**src/rtl/threat_report_arbiter.sv**
```systemverilog
// Two per-direction threat record FIFOs drained round-robin into one registered 128-bit host channel.
// Optional THREAT_DEDUP_EN: discard a req identical (bits [98:0]) to the last record pushed by that source.
module threat_report_arbiter #(
  parameter int DEPTH = 4,
  parameter int CNT_W = 8
) (
  input  logic             clk,
  input  logic             n_rst,
  input  logic             req1_valid,
  input  logic [127:0]     req1_data,
  input  logic             req2_valid,
  input  logic [127:0]     req2_data,
  output logic             out_valid,
  output logic [127:0]     out_data,
  input  logic             out_ready,
  output logic             fifo1_full,
  output logic             fifo2_full,
  output logic [CNT_W-1:0] drop_cnt1,
  output logic [CNT_W-1:0] drop_cnt2,
  output logic             dbg_state
);

  // Output handshake: a record moves to the host on a rising edge where
  // out_valid and out_ready are both high; out_data is stable while out_valid
  // is high and out_ready is low.

  localparam int AW = $clog2(DEPTH);
  localparam int PW = AW + 1;
  localparam logic [PW-1:0]    PTR_ONE = PW'(1);
  localparam logic [CNT_W-1:0] CNT_ONE = CNT_W'(1);
  localparam logic [CNT_W-1:0] CNT_MAX = {CNT_W{1'b1}};

  typedef enum logic {
    IDLE = 1'b0,
    HOLD = 1'b1
  } state_t;

  state_t             state_q;
  logic               out_valid_q;
  logic [127:0]       out_data_q;
  logic               last_grant_q;

  logic [127:0]       mem1_q [DEPTH];
  logic [127:0]       mem2_q [DEPTH];
  logic [PW-1:0]      wr1_q, rd1_q;
  logic [PW-1:0]      wr2_q, rd2_q;
  logic [CNT_W-1:0]   drop1_q, drop2_q;

  logic               empty1, empty2;
  logic               full1, full2;
  logic               dup1, dup2;
  logic               accept1, accept2;
  logic               push1, push2;
  logic               drop1, drop2;
  logic               can_load;
  logic               any_ne;
  logic               grant2;
  logic               pop, pop1, pop2;
  logic [127:0]       head1, head2;
  logic [127:0]       grant_data;

  assign empty1 = (wr1_q == rd1_q);
  assign empty2 = (wr2_q == rd2_q);
  assign full1  = (wr1_q[AW] != rd1_q[AW]) && (wr1_q[AW-1:0] == rd1_q[AW-1:0]);
  assign full2  = (wr2_q[AW] != rd2_q[AW]) && (wr2_q[AW-1:0] == rd2_q[AW-1:0]);

`ifdef THREAT_DEDUP_EN
  logic [98:0] last1_q, last2_q;
  logic        last1_vld_q, last2_vld_q;

  assign dup1 = last1_vld_q && (req1_data[98:0] == last1_q);
  assign dup2 = last2_vld_q && (req2_data[98:0] == last2_q);

  always_ff @(posedge clk or negedge n_rst) begin
    if (!n_rst) begin
      last1_q     <= '0;
      last2_q     <= '0;
      last1_vld_q <= 1'b0;
      last2_vld_q <= 1'b0;
    end else begin
      if (push1) begin
        last1_q     <= req1_data[98:0];
        last1_vld_q <= 1'b1;
      end
      if (push2) begin
        last2_q     <= req2_data[98:0];
        last2_vld_q <= 1'b1;
      end
    end
  end
`else
  assign dup1 = 1'b0;
  assign dup2 = 1'b0;
`endif

  // Fullness is judged at the start of the cycle, so a same-cycle pop never frees a slot.
  assign accept1 = req1_valid && !dup1;
  assign accept2 = req2_valid && !dup2;
  assign push1   = accept1 && !full1;
  assign push2   = accept2 && !full2;
  assign drop1   = accept1 && full1;
  assign drop2   = accept2 && full2;

  assign head1 = mem1_q[rd1_q[AW-1:0]];
  assign head2 = mem2_q[rd2_q[AW-1:0]];

  // last_grant_q: 0 = source 1 popped last, 1 = source 2 popped last.
  assign any_ne     = !empty1 || !empty2;
  assign grant2     = !empty2 && (empty1 || !last_grant_q);
  assign can_load   = (state_q == IDLE) || out_ready;
  assign pop        = can_load && any_ne;
  assign pop1       = pop && !grant2;
  assign pop2       = pop && grant2;
  assign grant_data = grant2 ? head2 : head1;

  always_ff @(posedge clk) begin
    if (push1) begin
      mem1_q[wr1_q[AW-1:0]] <= req1_data;
    end
    if (push2) begin
      mem2_q[wr2_q[AW-1:0]] <= req2_data;
    end
  end

  always_ff @(posedge clk or negedge n_rst) begin
    if (!n_rst) begin
      wr1_q <= '0;
      rd1_q <= '0;
      wr2_q <= '0;
      rd2_q <= '0;
    end else begin
      if (push1) begin
        wr1_q <= wr1_q + PTR_ONE;
      end
      if (pop1) begin
        rd1_q <= rd1_q + PTR_ONE;
      end
      if (push2) begin
        wr2_q <= wr2_q + PTR_ONE;
      end
      if (pop2) begin
        rd2_q <= rd2_q + PTR_ONE;
      end
    end
  end

  always_ff @(posedge clk or negedge n_rst) begin
    if (!n_rst) begin
      drop1_q <= '0;
      drop2_q <= '0;
    end else begin
      if (drop1 && (drop1_q != CNT_MAX)) begin
        drop1_q <= drop1_q + CNT_ONE;
      end
      if (drop2 && (drop2_q != CNT_MAX)) begin
        drop2_q <= drop2_q + CNT_ONE;
      end
    end
  end

  always_ff @(posedge clk or negedge n_rst) begin
    if (!n_rst) begin
      state_q      <= IDLE;
      out_valid_q  <= 1'b0;
      out_data_q   <= '0;
      last_grant_q <= 1'b1;
    end else begin
      if (pop) begin
        last_grant_q <= grant2;
      end
      case (state_q)
        IDLE: begin
          if (any_ne) begin
            state_q     <= HOLD;
            out_valid_q <= 1'b1;
            out_data_q  <= grant_data;
          end
        end
        HOLD: begin
          if (out_ready) begin
            if (any_ne) begin
              out_data_q <= grant_data;
            end else begin
              state_q     <= IDLE;
              out_valid_q <= 1'b0;
              out_data_q  <= '0;
            end
          end
        end
        default: begin
          state_q     <= IDLE;
          out_valid_q <= 1'b0;
          out_data_q  <= '0;
        end
      endcase
    end
  end

  assign out_valid  = out_valid_q;
  assign out_data   = out_data_q;
  assign fifo1_full = full1;
  assign fifo2_full = full2;
  assign drop_cnt1  = drop1_q;
  assign drop_cnt2  = drop2_q;
  assign dbg_state  = (state_q == HOLD);

endmodule

```
**config.mk**
```make
export PLATFORM = sky130hd
export DESIGN_NAME = threat_report_arbiter
export DESIGN_NICKNAME = d
export VERILOG_FILES = /design/src/rtl/threat_report_arbiter.sv
export SDC_FILE = /design/constraint.sdc
export NUM_CORES = 1
export LEC_CHECK = 0
export ABC_AREA = 1
export CORE_MARGIN = 1
export CORE_UTILIZATION = 62
export DETAILED_ROUTE_END_ITERATION = 7
export GPL_TIMING_DRIVEN = 0
export PLACE_DENSITY = 0.84
export SLEW_MARGIN = 20
export SYNTH_ARGS = -nofsm -noshare
export SYNTH_HDL_FRONTEND = slang
export SYNTH_SLANG_ARGS = --single-unit
```
**constraint.sdc**
```tcl
create_clock -name clk -period 10.74 [get_ports clk]
set_input_delay 1.611 -clock clk [delete_from_list [all_inputs] [get_ports clk]]
set_output_delay 1.611 -clock clk [all_outputs]
set_load 0.01 [all_outputs]
```
==> summary.txt <==
CTS
  • Clock Tree Buf Depth: 3
  • Post-CTS Setup Inserts: 0
  • Clk slew on worst S/H paths: around 60 ps
  • Clk sink count: 1,183
  • CTS tree: yes
  • Skew-Pair Late Insertion Delay: 690 ps
  • Post-cts sizing count: 0
  • CTS buffer count: approximately 110
  • H-tree levels: 3
  • Root Buffer: clkbuf_16
  • Hold buffers post-CTS: 0

Yosys
  • Sequential fraction of the synthesis area: roughly three quarters
  • Post-Syn Nets: 3,960
  • Mapped Cells: 3,687
  • Leading cell types by count after synthesis: edfxtp_1 (1,024), nor2_1 (789), o21ai_0 (516), nand3_1 (395), nand2_1 (195)
  • Post-synthesis adder-cell area fraction: less than 1%
  • Distinct cells, synth: 28
  • Mux share of post-synthesis cell area: 0%
  • Synth top area cells: edfxtp_1 (66%), dfrtp_1 (8.5%), nor2_1 (6.4%)
  • Top-count cell post-synth: edfxtp_1
  • Largest family of logic cells by synthesized area: simple AND/OR/NAND/NOR gates
  • Synth top area share: 66.3%
  • Post-synth ARST share: between 10% and 20%
  • XOR/XNOR Fraction of Synth Area: 0.359%
  • Mapped Area: 46,400 um2
  • Compound-Gate Fraction of Synth Area: under 10%
  • Synth Area in Simple Gates: approximately 14%
  • Yosys warning count: 0
  • Post-synth EDFFs: 1,024
  • Mapped Avg Cell Area: 12.6 um2
  • Synth Register Bits: 1,183
  • Top FF cell, synth: edfxtp_1
  • Synth area leader: edfxtp_1

Power and ir drop
  • Peak supply drop: 169 uV
  • Leak pwr: 20.1 nW
  • PwrDens: 293 nW/um2
  • Post-layout total power: 16.6 mW

Critical path
  • WP data required: 9130 ps
  • Crit-path max FO: 8
  • Arrival @ worst endpoint: 2820 ps
  • CP endpoint kind: primary output
  • Worst setup SP type: flip-flop
  • Worst R2R Path Depth: 9
  • WS Path Type: reg -> out

Hold path
  • Worst min path class: reg -> reg
  • Hold depth: 1

Detailed routing
  • Residual DRC: 0
  • Routed met1 length: 45,100 um
  • Via density: 6.37
  • DR vias: 34,100
  • Initial DRT Pass Iterations: 6
  • Met2 Routed Length: 62,900 um
  • Uppermost routed layer: met5
  • DR WL/cell: 24.8 um
  • DR WL met3: 16,500 um
  • Final wirelength: 133,000 um
  • DRT iter0 DRCs: roughly 4,800
  • Post-route ant nets: 0

Flow run
  • MaxCap Viol Count: 0

Global route
  • Initial antenna violation count: 58
  • Gr usage total: 34.4%
  • Global-route wire length before repair: 192,000 um
  • Vias in the first global route: 32,600
  • Largest net degree at the start of global routing: 89
  • Total gr overflow: 0

Die
  • Die area: 75,900 um2
  • Die Y-Extent: 276 um
  • DIE WIDTH: 276 um
  • Num rows: 99
  • Total I/O pin count: 409
  • Starting Density: 63.2%
  • Core Region: 73,500 um2

Timing
  • Fmax: 0.225 GHz
  • Shortest period the worst path allows: between 4000 and 5000 ps
  • Number of hold-slack violations in the final timing report: 0
  • Fin crit share: between 40% and 50%
  • Slew @ Worst Pin: 1180 ps
  • Final setup fails: 0
  • RSZ-0062 raised after global routing: false
  • Setup TNS: 0 ps
  • Fin Clk Skew: about 20 ps
  • Pins Over Slew Limit: 0
  • Slew margin rel.: 21.1%

Run status
  • Status: completed

Finish
  • Fillcell total: 3,914
  • Layout cell share with drive strength beyond 1: between 8 and 9%
  • Final design instance area without fill: 56,800 um2
  • Nets: 4,531
  • Area Overhead vs Synth: 22.3%

Placement
  • GPL Wtd Cong: 0.892
  • Cell Area, Placed: 52,900 um2
  • Final HPWL DP: ~85,000 um
  • I/O Buffers: 408
-- final timing paths --
kind / start / end / slack, ps
worst min register to register: wr1_q[2] / wr1_q[2] / 510
worst max register to register: rd1_q[0] / mem1_q[3][93] / 7500
worst min-delay path: wr1_q[2] / wr1_q[2] / 510
min in group asynchronous: n_rst / out_data[55] / 850
worst max-delay path: rd1_q[0] / fifo1_full / 6300
max in group asynchronous: n_rst / out_data[126] / 8950
-- critical path, cell delays in order (launching register included) --
cell and delay [ps]:
dfrtp_1 590, inv_2 240, nand2_1 100, nand2_1 140
nand2_1 100, nor2_1 350, clkdlybuf4s50_1 620
-- cell type report --
type,count,area [um2],area share [%]
Antenna cell,41,103,0.181
Tap cell,959,1200,2.11
Inverter,30,113,0.198
Clock inverter,51,573,1.01
Clock buffer,160,3160,5.56
Multi-Input combinational cell,2206,10400,18.3
Timing Repair Buffer,458,5260,9.27
Sequential cell,1183,34700,61.2
Buffer,268,1240,2.18
-- logic make-up (layout without fill, tap and decap cells) --
group	Yosys count	after routing
and+or+nand+nor	1520	1520
DFF	1183	1183
AOI/OAI and AO/OA	655	655
buffers and inverters	298	967
xor gates and xnor gates	19	19
adders and majority gates	12	12
other	0	41
-- placed cells by master (no fill, tap or decap), drive strengths merged --
master,count
xnor2,9
o21ai,523
ha,12
clkdlybuf4s50,407
edfxtp,1024
clkinvlp,2
diode,41
xor2,10
nand4,129
clkinv,33
nor3b,1
nor3,2
nand3,398
dfstp,1
inv,34
bufinv,12
dfrtp,158
buf,176
nand3b,1
o22ai,128
nand2,198
a21oi,3
o21a,1
nor2,791
clkbuf,303
-- power breakdown --
| group | leakage, nW | internal, mW | switching, mW |
|---|---|---|---|
| sequential | 11.3 | 6.20 | 0.459 |
| combinational | 6.97 | 2.00 | 3.97 |
| clock | 1.82 | 2.33 | 1.68 |
| total | 20.1 | 10.5 | 6.11 |
-- sequential cells by signal (all words and copies together) (netlist names), 3 cells and up --
signal / flops
mem2_q: 512
mem1_q: 512
rd2_q: 3
drop_cnt1: 8
drop_cnt2: 8
wr1_q: 3
wr2_q: 3
out_data: 128
rd1_q: 3
-- per-stage QoR --
stage	utilization [%]	worst slack, ps	hold WS [ps]	instances
6_report	77.3	6300	513	5356
5_1_grt	77.2	6290	533	5344
4_1_cts	77.1	6430	506	5315
3_5_place_dp	72.1	6530	494	5104
3_3_place_gp	70.4	-1860	479	5054
2_1_floorplan	-	2980	463	3687
-- metal layers --
metal | up-vias | global-route usage (%)
li1 | 14600 | -
met1 | 16300 | 43.4
met2 | 2553 | 54.1
met3 | 534 | 9.28
met4 | 34 | 19.6
met5 | - | 0
Note: power is estimated with default switching activity, not from simulation.
